<file path="src/rtl/station_cmd_pkg.sv">
// Shared types and constants for the station command controller.
//   state_t  : controller state (IDLE parked, MOVING while a GO is outstanding)
//   CMD_*    : opcodes carried in cmd[7:6]
//   ID_FMT   : required value of ID[7:6] for a valid station report
package station_cmd_pkg;

  typedef enum logic {IDLE, MOVING} state_t;

  localparam logic [1:0] CMD_STOP = 2'b00;
  localparam logic [1:0] CMD_GO   = 2'b01;
  localparam logic [1:0] ID_FMT   = 2'b00;

endpackage

</file>
<file path="src/rtl/piezo_drv.sv">
// Piezo tone generator. While en is high, buzz toggles every BUZZ_HALF_PERIOD clocks
// (buzz goes to 1 first) and buzz_n is its complement; while en is low both legs are
// held at 0 so no DC sits across the piezo.
//   clk, rst_n : clock, asynchronous active-low reset
//   en         : tone request
//   buzz       : piezo positive leg (registered)
//   buzz_n     : piezo negative leg (registered)
module piezo_drv #(
  parameter int unsigned BUZZ_HALF_PERIOD = 12500
) (
  input  logic clk,
  input  logic rst_n,
  input  logic en,
  output logic buzz,
  output logic buzz_n
);

  localparam logic [15:0] LastCnt = 16'(BUZZ_HALF_PERIOD - 1);

  logic [15:0] cnt_q;
  logic        buzz_q;
  logic        buzz_n_q;

  always_ff @(posedge clk or negedge rst_n) begin
    if (!rst_n) begin
      cnt_q    <= 16'h0000;
      buzz_q   <= 1'b0;
      buzz_n_q <= 1'b0;
    end else if (!en) begin
      cnt_q    <= 16'h0000;
      buzz_q   <= 1'b0;
      buzz_n_q <= 1'b0;
    end else if (cnt_q == LastCnt) begin
      cnt_q    <= 16'h0000;
      buzz_q   <= ~buzz_q;
      buzz_n_q <= buzz_q;
    end else begin
      cnt_q    <= cnt_q + 16'h0001;
      // Drive the negative leg as soon as the tone starts.
      buzz_n_q <= ~buzz_q;
    end
  end

  assign buzz   = buzz_q;
  assign buzz_n = buzz_n_q;

endmodule

</file>
<file path="src/rtl/station_cmd_cntrl.sv">
// Station command controller: takes GO/STOP commands from the UART path, enables motion
// while in transit, stops when the barcode reader reports the destination station, and
// sounds a piezo alarm while motion is requested but blocked by an obstacle.
//   clk, rst_n          : clock, asynchronous active-low reset
//   cmd, cmd_rdy        : command byte ([7:6] opcode, [5:0] dest ID) and its valid flag
//   clr_cmd_rdy         : one-cycle acknowledge of cmd_rdy
//   ID, ID_vld          : station report from the barcode reader and its valid flag
//   clr_ID_vld          : one-cycle acknowledge of ID_vld
//   OK2Move             : path clear
//   go, in_transit      : motion enable, GO outstanding
//   buzz, buzz_n        : piezo drive legs
module station_cmd_cntrl
  import station_cmd_pkg::*;
#(
  parameter int unsigned BUZZ_HALF_PERIOD = 12500
) (
  input  logic       clk,
  input  logic       rst_n,
  input  logic [7:0] cmd,
  input  logic       cmd_rdy,
  output logic       clr_cmd_rdy,
  input  logic [7:0] ID,
  input  logic       ID_vld,
  output logic       clr_ID_vld,
  input  logic       OK2Move,
  output logic       go,
  output logic       in_transit,
  output logic       buzz,
  output logic       buzz_n
);

  state_t     state_q;
  logic [5:0] dest_id_q;
  logic       id_match;

  assign id_match = (ID[7:6] == ID_FMT) && (ID[5:0] == dest_id_q);

  // Both flags are held by their sources until acknowledged, and every flag is consumed
  // in the cycle it is seen, so the acknowledges follow the flags directly.
  assign clr_cmd_rdy = cmd_rdy;
  assign clr_ID_vld  = ID_vld;

  always_ff @(posedge clk or negedge rst_n) begin
    if (!rst_n) begin
      state_q   <= IDLE;
      dest_id_q <= 6'h00;
    end else if (cmd_rdy) begin
      // A coincident ID report is stale: the command alone decides.
      case (cmd[7:6])
        CMD_GO: begin
          dest_id_q <= cmd[5:0];
          state_q   <= MOVING;
        end
        CMD_STOP: state_q <= IDLE;
        default:  state_q <= state_q;
      endcase
    end else if (ID_vld && (state_q == MOVING) && id_match) begin
      state_q <= IDLE;
    end
  end

  assign in_transit = (state_q == MOVING);
  assign go         = in_transit & OK2Move;

  piezo_drv #(
    .BUZZ_HALF_PERIOD(BUZZ_HALF_PERIOD)
  ) u_piezo_drv (
    .clk   (clk),
    .rst_n (rst_n),
    .en    (in_transit & ~OK2Move),
    .buzz  (buzz),
    .buzz_n(buzz_n)
  );

endmodule

</file>
<file path="config.mk">
export PLATFORM = sky130hd
export DESIGN_NAME = station_cmd_cntrl
export DESIGN_NICKNAME = d
export VERILOG_FILES = /design/src/rtl/station_cmd_pkg.sv /design/src/rtl/piezo_drv.sv /design/src/rtl/station_cmd_cntrl.sv
export SDC_FILE = /design/constraint.sdc
export NUM_CORES = 1
export LEC_CHECK = 0
export CORE_UTILIZATION = 35
export CTS_BUF_LIST = sky130_fd_sc_hd__clkbuf_4 sky130_fd_sc_hd__clkbuf_8 sky130_fd_sc_hd__clkbuf_16
export CTS_CLUSTER_SIZE = 12
export DETAILED_ROUTE_END_ITERATION = 10
export PLACE_DENSITY = 0.64
export SYNTH_ARGS = -nofsm -noshare
export SYNTH_HDL_FRONTEND = slang
export SYNTH_HIERARCHICAL = 1
export SYNTH_SLANG_ARGS = --single-unit
</file>
<file path="constraint.sdc">
create_clock -name clk -period 2.9 [get_ports clk]
set_input_delay 0.29 -clock clk [delete_from_list [all_inputs] [get_ports clk]]
set_output_delay 0.29 -clock clk [all_outputs]
set_load 0.05 [all_outputs]
</file>
==> impl_metrics.json <==
{
  "dp_hpwl_um": 1700,
  "p_clk_share_pct": 24.4,
  "h-tree-depth": 1,
  "worst_skew_pair.late_latency_ps": 330,
  "gp_congestion": 0.770,
  "maxCapViolCount": 0,
  "r2r_cells": 5,
  "postCtsHoldBufs": 0,
  "post_cts_resized": 0,
  "rsz0062_at_grt": "false",
  "startpoint_type": "input port",
  "synth_most_common_cell": "dfrtp_1",
  "syn_area_um2": 1240,
  "postCtsSetupBuffers": 0,
  "seqPwrFrac_pct": 58.4,
  "wl_per_cell_um": 12.0,
  "cp.arrival_ps": 1680,
  "syn_nets": 138,
  "cpMaxStageDelayCell": "clkdlybuf4s50_1",
  "first_pass_iters": 4,
  "setup_viol": 0,
  "p_leak_uw": 0.000609,
  "end_kind": "output port",
  "wl_um": 2260,
  "synth_largest_area_cell": "dfrtp_1",
  "area_delta_synth_final_pct": 26.6,
  "overflow": 0,
  "final_util_pct": 46.9,
  "via_per_inst": 4.90,
  "dr_total_vias": 927,
  "port_buffers": 26,
  "diodes": 0,
  "grt_pass1_wl_um": 3910,
  "path_class": "input port to output port",
  "grt_antenna_before_repair": 0,
  "fin_crit_sh_pct": 67.9,
  "post-route-min-period_ps": 1970,
  "final_layout_size_suffix_gt1_share_pct": 10.5,
  "clock-root-buffer": "clkbuf_4",
  "power_density_nw_per_um2": 416,
  "rows": 21,
  "finClkSkew_ps": 6.48,
  "fp.dieW_um": 61.6,
  "peakVddDrop_v": 0.000222,
  "cp_max_fo": 2,
  "synth-async-reset-ratio_pct": 100,
  "yosysTopAreaCellShare_pct": 50.3,
  "synth_area_leaders": "dfrtp_1 50%, xor2_1 7.7%, xnor2_1 5.6%",
  "cp_common_cell": "clkdlybuf4s50_1",
  "first_global_vias": 937,
  "numCtsBuffers": 3,
  "cts.sinks": 25,
  "grt_max_degree": 26,
  "cp.required_ps": 2610,
  "synth_ff_type": "dfrtp_1",
  "ys_seq_elements": 25,
  "synthDistinctLibCells": 30,
  "grt.total_usage_pct": 14.3,
  "clock_path_buffers": 2,
  "r2r-end": "u_piezo_drv/cnt_q[15]",
  "synth_area_per_cell_um2": 10.7,
  "die_area_um2": 3800,
  "ys_seq_area_share_pct": 50.3,
  "dieHeight_um": 61.6,
  "drc": 0,
  "worst_pin_slew_ps": 503,
  "holdWs_ps": 313,
  "netSwitchingFraction_pct": 26.7,
  "io_pins": 27,
  "yosysWarnings": 6,
  "maxSlewViolCount": 0,
  "coreArea_um2": 3360,
  "p_int_uw": 481,
  "r2r_slack_ps": 1100,
  "p_sw_uw": 175,
  "clk_pin_slew_ps": 140,
  "cp_cell_sequence": "clkdlybuf4s50_1, and2_1, clkdlybuf4s50_1",
  "start_util_pct": 37.0,
  "fmax_mhz": 507,
  "r2r-start": "u_piezo_drv/cnt_q[0]",
  "holdCritPathClass": "input port to asynchronous set/reset pin",
  "fin_nets": 166,
  "combinationalPowerShare_pct": 17.2,
  "status": "finished, final reports clean",
  "ys_top_cells_by_count": "25 x dfrtp_1, 14 x nor2_1, 11 x xor2_1",
  "cts_tree": "built",
  "synth_edf_count": 0,
  "final_hold_viol_count": 0,
  "fin_setup_tns_ps": 0,
  "setup.worst_path.end": "go",
  "max_stage_delay_ps": 800,
  "critPathLaunch": "OK2Move",
  "final_antenna_net_count": 0,
  "relSlewSlack_pct": 66.4,
  "synth_cells": 116,
  "drt_iter0_markers": 64
}
cell families after synthesis:
logic type	after synthesis	share of synthesized area, %
AND/OR/NAND/NOR	52	24.1
AO/OA/AOI/OAI	6	3.01
XOR/XNOR	19	13.4
multiplexers	6	5.43
adder cells (fa/ha/maj)	1	1.00
flip-flops	25	50.3
buffers and inverters	7	2.81
critical path: cells and delay by family:
| kind | cells | cell delay [ps] |
|---|---|---|
| buffers and inverters | 2 | 1270 |
| AND/OR/NAND/NOR | 1 | 120 |
flip-flops by register name, indices dropped and copies added (netlist names):
name                cells
u_piezo_drv/buzz_n      1
in_transit              1
u_piezo_drv/cnt_q      16
dest_id_q               6
u_piezo_drv/buzz        1
layout make-up:
| class | count | area (µm²) |
|---|---|---|
| Tap cell | 46 | 57.6 |
| Sequential cell | 25 | 626 |
| Clock inverter | 1 | 7.51 |
| Timing Repair Buffer | 27 | 268 |
| Multi-Input combinational cell | 84 | 584 |
| Clock buffer | 3 | 22.5 |
| Fill cell | 344 | 1790 |
| Inverter | 3 | 11.3 |
power groups by stage:
| stage | clock [µW] | sequential, µW | combinational (µW) |
|---|---|---|---|
| after CTS | 172 | 383 | 115 |
| after detailed placement | 0 | 390 | 114 |
| after global placement | 0 | 389 | 112 |
| after floorplan | 0 | 397 | 52.6 |
| after global routing | 188 | 386 | 122 |
| final | 160 | 383 | 113 |
per-stage QoR:
step	instance area [µm²]	power (µW)	cells	setup WS, ps
after global routing	1580	697	189	840
after global placement	1550	501	185	947
final	1580	657	189	930
after CTS	1580	670	189	904
after floorplan	1240	450	116	1300
after detailed placement	1550	504	185	925
worst min path at each step:
| stage | endpoint | slack, ps | depth (start not counted) |
|---|---|---|---|
| finish | u_piezo_drv/cnt_q[1] | 310 | 2 |
| CTS | u_piezo_drv/cnt_q[1] | 300 | 2 |
| global route | u_piezo_drv/cnt_q[1] | 310 | 2 |
| floorplan | dest_id_q[0] | -6 | 0 |
| detailed placement | u_piezo_drv/cnt_q[0] | 470 | 1 |
| global placement | u_piezo_drv/cnt_q[0] | 470 | 1 |
layer usage:
layer,share of wire [%],global-route usage (%),up-vias
met4,0.44,2.86,0
met2,48,24.6,27
met3,5.4,5.04,2
li1,-,-,457
met5,0,0,-
met1,46,17.2,441
cells in the final DEF, fill, tap and decap left out, types with 2 or more instances in the layout:
cell and instances:
a21oi_1 2, dfrtp_1 25, xor2_1 11, nor2_1 14, o31ai_1 2, nand4_1 3, nand3_1 7, and3_1 2
xnor2_1 8, nor4_1 5, clkdlybuf4s50_1 26, mux2_2 6, inv_1 3, clkbuf_4 3, nor2b_1 2, nand2_1 4
nor3_1 4, or4_1 2, and2_1 2
(Power assumes the default switching activity.)
